==> src/rtl/pipeline_control.sv <==
// Run-control and hazard sequencer for the PCPU 5-stage pipeline: run state, PC update,
// flush/drain sequencing. Optional load-use stall is enabled by PCPU_LOAD_USE_STALL_EN.
module pipeline_control #(
  parameter int ADDR_W       = 8,
  parameter int FLUSH_SLOTS  = 3,
  parameter int DRAIN_CYCLES = 3
) (
  input  logic              i_clock,
  input  logic              i_reset,
  input  logic              i_enable,
  input  logic              i_start,
  input  logic              i_id_halt,
  input  logic              i_br_taken,
  input  logic [ADDR_W-1:0] i_br_target,
  input  logic              i_ex_load,
  input  logic [2:0]        i_ex_rd,
  input  logic [2:0]        i_id_rs_a,
  input  logic [2:0]        i_id_rs_b,
  input  logic              i_id_use_a,
  input  logic              i_id_use_b,
  output logic              o_pc_we,
  output logic              o_pc_load,
  output logic [ADDR_W-1:0] o_pc_next,
  output logic              o_stall,
  output logic              o_bubble,
  output logic              o_flush,
  output logic              o_running,
  output logic              o_halted
);

  typedef enum logic [1:0] {
    S_IDLE   = 2'd0,
    S_RUN    = 2'd1,
    S_DRAIN  = 2'd2,
    S_HALTED = 2'd3
  } state_t;

  localparam logic [2:0] C_FLUSH_INIT = 3'(FLUSH_SLOTS - 1);
  localparam logic [2:0] C_DRAIN_INIT = 3'(DRAIN_CYCLES - 1);

  state_t     r_state;
  state_t     w_state_nxt;
  logic [2:0] r_flush_cnt;
  logic [2:0] w_flush_nxt;
  logic [2:0] r_drain_cnt;
  logic [2:0] w_drain_nxt;
  logic       w_act;
  logic       w_hazard;

  // Reset overrides every same-cycle request, so it also masks the combinational outputs.
  assign w_act = i_enable & ~i_reset;

`ifdef PCPU_LOAD_USE_STALL_EN
  logic r_stall_q;
  logic w_stall_q_nxt;

  // r_stall_q limits the stall to one cycle; by then the load has moved past EX.
  assign w_hazard = i_ex_load & ~r_stall_q &
                    ((i_id_use_a & (i_id_rs_a == i_ex_rd)) |
                     (i_id_use_b & (i_id_rs_b == i_ex_rd)));
  assign w_stall_q_nxt = w_act ? o_stall : r_stall_q;
`else
  logic w_unused_hazard;

  assign w_hazard        = 1'b0;
  assign w_unused_hazard = ^{i_ex_load, i_ex_rd, i_id_rs_a, i_id_rs_b, i_id_use_a, i_id_use_b};
`endif

  always_ff @(posedge i_clock) begin
    if (i_reset) begin
      r_state     <= S_IDLE;
      r_flush_cnt <= 3'd0;
      r_drain_cnt <= 3'd0;
`ifdef PCPU_LOAD_USE_STALL_EN
      r_stall_q   <= 1'b0;
`endif
    end else begin
      r_state     <= w_state_nxt;
      r_flush_cnt <= w_flush_nxt;
      r_drain_cnt <= w_drain_nxt;
`ifdef PCPU_LOAD_USE_STALL_EN
      r_stall_q   <= w_stall_q_nxt;
`endif
    end
  end

  always_comb begin
    w_state_nxt = r_state;
    w_flush_nxt = r_flush_cnt;
    w_drain_nxt = r_drain_cnt;
    o_pc_we     = 1'b0;
    o_pc_load   = 1'b0;
    o_pc_next   = '0;
    o_stall     = 1'b0;
    o_bubble    = 1'b0;
    o_flush     = 1'b0;

    if (w_act) begin
      case (r_state)
        S_IDLE, S_HALTED: begin
          if (i_start) begin
            o_pc_we     = 1'b1;
            o_pc_load   = 1'b1;
            o_flush     = 1'b1;
            w_state_nxt = S_RUN;
            w_flush_nxt = 3'd0;
            w_drain_nxt = 3'd0;
          end
        end
        S_RUN: begin
          o_pc_we = 1'b1;
          // Anything arriving during the flush window is on the wrong path.
          if (r_flush_cnt != 3'd0) begin
            o_flush     = 1'b1;
            w_flush_nxt = r_flush_cnt - 3'd1;
          end else if (i_br_taken) begin
            o_pc_load   = 1'b1;
            o_pc_next   = i_br_target;
            o_flush     = 1'b1;
            w_flush_nxt = C_FLUSH_INIT;
          end else if (w_hazard) begin
            o_pc_we  = 1'b0;
            o_stall  = 1'b1;
            o_bubble = 1'b1;
          end else if (i_id_halt) begin
            o_pc_we     = 1'b0;
            w_state_nxt = S_DRAIN;
            w_drain_nxt = C_DRAIN_INIT;
          end
        end
        S_DRAIN: begin
          if (i_br_taken) begin
            // An older branch resolved: the HALT behind it was never really executed.
            o_pc_we     = 1'b1;
            o_pc_load   = 1'b1;
            o_pc_next   = i_br_target;
            o_flush     = 1'b1;
            w_flush_nxt = C_FLUSH_INIT;
            w_drain_nxt = 3'd0;
            w_state_nxt = S_RUN;
          end else begin
            o_flush = 1'b1;
            if (r_drain_cnt == 3'd0) begin
              w_state_nxt = S_HALTED;
            end else begin
              w_drain_nxt = r_drain_cnt - 3'd1;
            end
          end
        end
        default: begin
          w_state_nxt = S_IDLE;
        end
      endcase
    end
  end

  assign o_running = (r_state == S_RUN)    & ~i_reset;
  assign o_halted  = (r_state == S_HALTED) & ~i_reset;

endmodule

==> config.mk <==
export PLATFORM = sky130hd
export DESIGN_NAME = pipeline_control
export DESIGN_NICKNAME = d
export VERILOG_FILES = /design/src/rtl/pipeline_control.sv
export SDC_FILE = /design/constraint.sdc
export NUM_CORES = 1
export LEC_CHECK = 0
export ABC_AREA = 1
export CELL_PAD_IN_SITES_DETAIL_PLACEMENT = 1
export CELL_PAD_IN_SITES_GLOBAL_PLACEMENT = 2
export CORE_MARGIN = 2
export CORE_UTILIZATION = 17
export CTS_CLUSTER_SIZE = 8
export DETAILED_ROUTE_END_ITERATION = 7
export MAX_ROUTING_LAYER = met4
export PLACE_DENSITY = 0.71
export SETUP_SLACK_MARGIN = 0.4
export SYNTH_ARGS = -nofsm -noshare
export SYNTH_HDL_FRONTEND = slang
export SYNTH_SLANG_ARGS = --single-unit
==> constraint.sdc <==
create_clock -name i_clock -period 1.48 [get_ports i_clock]
set_input_delay 0.296 -clock i_clock [delete_from_list [all_inputs] [get_ports i_clock]]
set_output_delay 0.296 -clock i_clock [all_outputs]
set_load 0.02 [all_outputs]
==> impl_results.md <==
* Synth Instances at 142
* # setup viols final at 15
* Mean Syn Cell Area at 5.84 sq um
* Crit. End Element: output pin
* Failing checks: setup timing
* Setup ws final at -0.293 ns
* FP Rows at 25
* Clock Latency Late Sink at 0.24 ns
* Ports at 41
* Post-Synth XOR/XNOR Area at 1.06%
* H-Tree Depth at 1
* HP Class: flop to flop
* Number of iterations in the first detailed-routing pass at 2
* Placed cell areas at 1540 sq um
* PD cells at 557 nW/um^2
* Max Cap Viol at 0
* Placed Instances at 260
* Area of the core at 4720 sq um
* Area growth, synth to finish at 121%
* Global-route wire length before repair at 5420 microns
* Leading area contributor after synthesis: nand2_1
* Min Tclk post-route at 1.77 ns
* Synth area leaders: nand2_1, dfxtp_1, ha_1, inv_1, nor2_1
* Hpwl dp at 2530 microns
* Combinational family with the most area after synthesis: simple AND/OR/NAND/NOR gates
* Critical path class: flop to output pin
* Slew Limit Fails at 0
* Layout Nets at 241
* Post-synthesis simple-gate area fraction at 45.7%
* #FFs+latches synth at 8
* Fin Hold WS at 0.478 ns
* Layout cells sized above 1 at 58.3%
* Count leader, synth: nand2_1
* Post-synthesis mux area share at 0%
* Root buffer cell: clkbuf_8
* DR WL/cell at 12.1 microns
* Synth top area share at 20.8%
* RD Place Congestion at 0.771
* Most used cell, CP: inv_4
* Die height at 73.9 microns
* Synth unique cells at 20
* Total global-route track usage at 13.8%
* Count of buffers from port buffering at 26
* Max Fclk at 564 MHz
* CP peak stage delay at 0.37 ns
* Complex-gate fraction of the synthesized area at 6.49%
* Peak VDD IR at 0.339 mV
* Die ar. at 5450 sq um
* Synth warnings at 0
* Final Hold Fails at 0
* Clock Pin Slew Worst Setup and Hold Paths at 0.05 ns
* CTS Buf Count at 3
* Post-Layout Inst Area at 1830 sq um
* Outcome: complete, but fails checks
* Crit path cell chain: inv_4 > ha_4 > nand2_4 > nand2_8 > inv_4 > o31ai_2 > inv_1 > buf_4
* Via count at 1085
* Final std cells w/o fill at 273
* Clock net sink count at 8
* Worst Reg2Reg Path Length in Cells at 12
* Crit path DAT at 1.48 ns
* Post-Synth Adder-Cell Area at 12.1%
* Vias per cell at 3.97
* Post-synth top flop: dfxtp_1
* Asr flop ratio synth at 0%
* Initial antenna violation count at 0
* Seq/Total Area, Yosys at 19.3%
* P_leak at 0.796 nW
* CP required at 1.18 ns
* Largest net degree at the start of global routing at 8
* CTS max path bufs at 2
* Startpoint types: flop
* CTS tree: built
* Mapped Area at 830 sq um
* Tcrit/Tclk final at 120%
* DRC viols at 0
* Initial DRC count at 16
* Number of global-route vias before repair at 1201
* Slowest CP cell: dfxtp_4
* Fillcell total at 591
* Gr ovfl total at 0
* Drt total wl at 3310 microns
* Post-synth EDFFs at 0
* Clock Skews at 0.000822 ns
* Ant. Diodes at 0
* Worst-path fanout max at 7
* Number of nets still failing antenna checks after routing at 0
* Commonest cells post-synth: nand2_1, inv_1, nor2_1, dfxtp_1, ha_1
* Setup repair after global routing missed its margin: yes
* Hold depth at 2
* Initial Util at 17.6%
* Die W at 73.9 microns
## state kept, by name (all words and copies together) (netlist names)
signal       cells
r_drain_cnt      3
r_flush_cnt      3
r_state          2
## cells by family (layout without fill, tap and decap cells)
group                    after synthesis  in the layout
adder cells (fa/ha/maj)                8              8
AND/OR/NAND/NOR                       85             87
AO/OA/AOI/OAI                         10             10
flip-flops                             8              8
XOR/XNOR                               1              1
other                                  1              2
buffers and inverters                 29             90
## layout by cell type, fill, tap and decap left out, types with 3 or more instances in the layout
cell type / n
a21oi_1: 3
a21oi_2: 3
buf_4: 28
buf_6: 18
clkbuf_8: 3
clkdlybuf4s50_1: 10
dfxtp_1: 6
dlygate4sd2_1: 3
ha_4: 4
inv_1: 14
inv_2: 7
inv_4: 5
nand2_1: 29
nand2_2: 14
nand2_4: 4
nand3_2: 3
nand3_4: 3
nor2_1: 13
nor2_4: 15
## critical path: cells and delay by family, from the launching register on
kind	cells	cell delay, ns
buffers and inverters	4	0.29
AND/OR/NAND/NOR	2	0.18
adder cells (fa/ha/maj)	1	0.35
flip-flops	1	0.37
AO/OA/AOI/OAI	1	0.04
## stage by stage
stage | power, mW | TNS [ns] | worst slack, ns | utilization [%]
after floorplan | 0.465 | 0 | 0.0718 | -
after global placement | 0.615 | -10.04 | -0.781 | 32.5
after detailed placement | 0.625 | -10.71 | -0.846 | 32.5
after CTS | 0.993 | -3.45 | -0.328 | 36.7
after global routing | 1.10 | -4.22 | -0.368 | 38.8
final | 1.02 | -2.85 | -0.293 | 38.8
## cell type report
| cell class | instances | area, sq um | area share (%) |
|---|---|---|---|
| flip-flops and latches | 8 | 168 | 9.14 |
| multi-input cells | 108 | 868 | 47.3 |
| well taps | 67 | 83.8 | 4.57 |
| inverters | 26 | 110 | 6.00 |
| clock buffers | 4 | 45.0 | 2.46 |
| repair buffers | 60 | 559 | 30.5 |
## path summary, 6_finish.rpt
kind | start | slack (ns) | endpoint
setup / recovery | r_state[0] | -0.29 | o_flush
hold / removal | r_flush_cnt[1] | 0.48 | r_flush_cnt[1]
setup reg to reg | r_state[1] | -0.02 | r_state[1]
hold reg to reg | r_flush_cnt[1] | 0.48 | r_flush_cnt[1]
## per-layer routing
metal,global-route usage [%],share of wire (%),vias to the layer above
met2,24.0,52,31
li1,-,-,551
met5,-,0,-
met4,4.85,1.3,0
met3,2.33,4.3,5
met1,15.9,43,498
## timing repair
action | CTS | global route
endpoints found under the setup margin | 21 | 21
gates resized for setup | 105 | 23
pin swaps | 14 | 18
gates cloned | 2 | 0
endpoints found under the hold margin | 0 | 0
hold buffers | 0 | 0
setup buffers | 6 | 1
## where the power goes
group | total, mW | internal (mW) | switching [mW] | leakage (nW)
Sequential | 0.238 | 0.227 | 0.0111 | 0.0665
Clock | 0.301 | 0.189 | 0.112 | 0.0228
Combinational | 0.484 | 0.230 | 0.254 | 0.707
No activity file was read; power rests on OpenSTA's default activity.
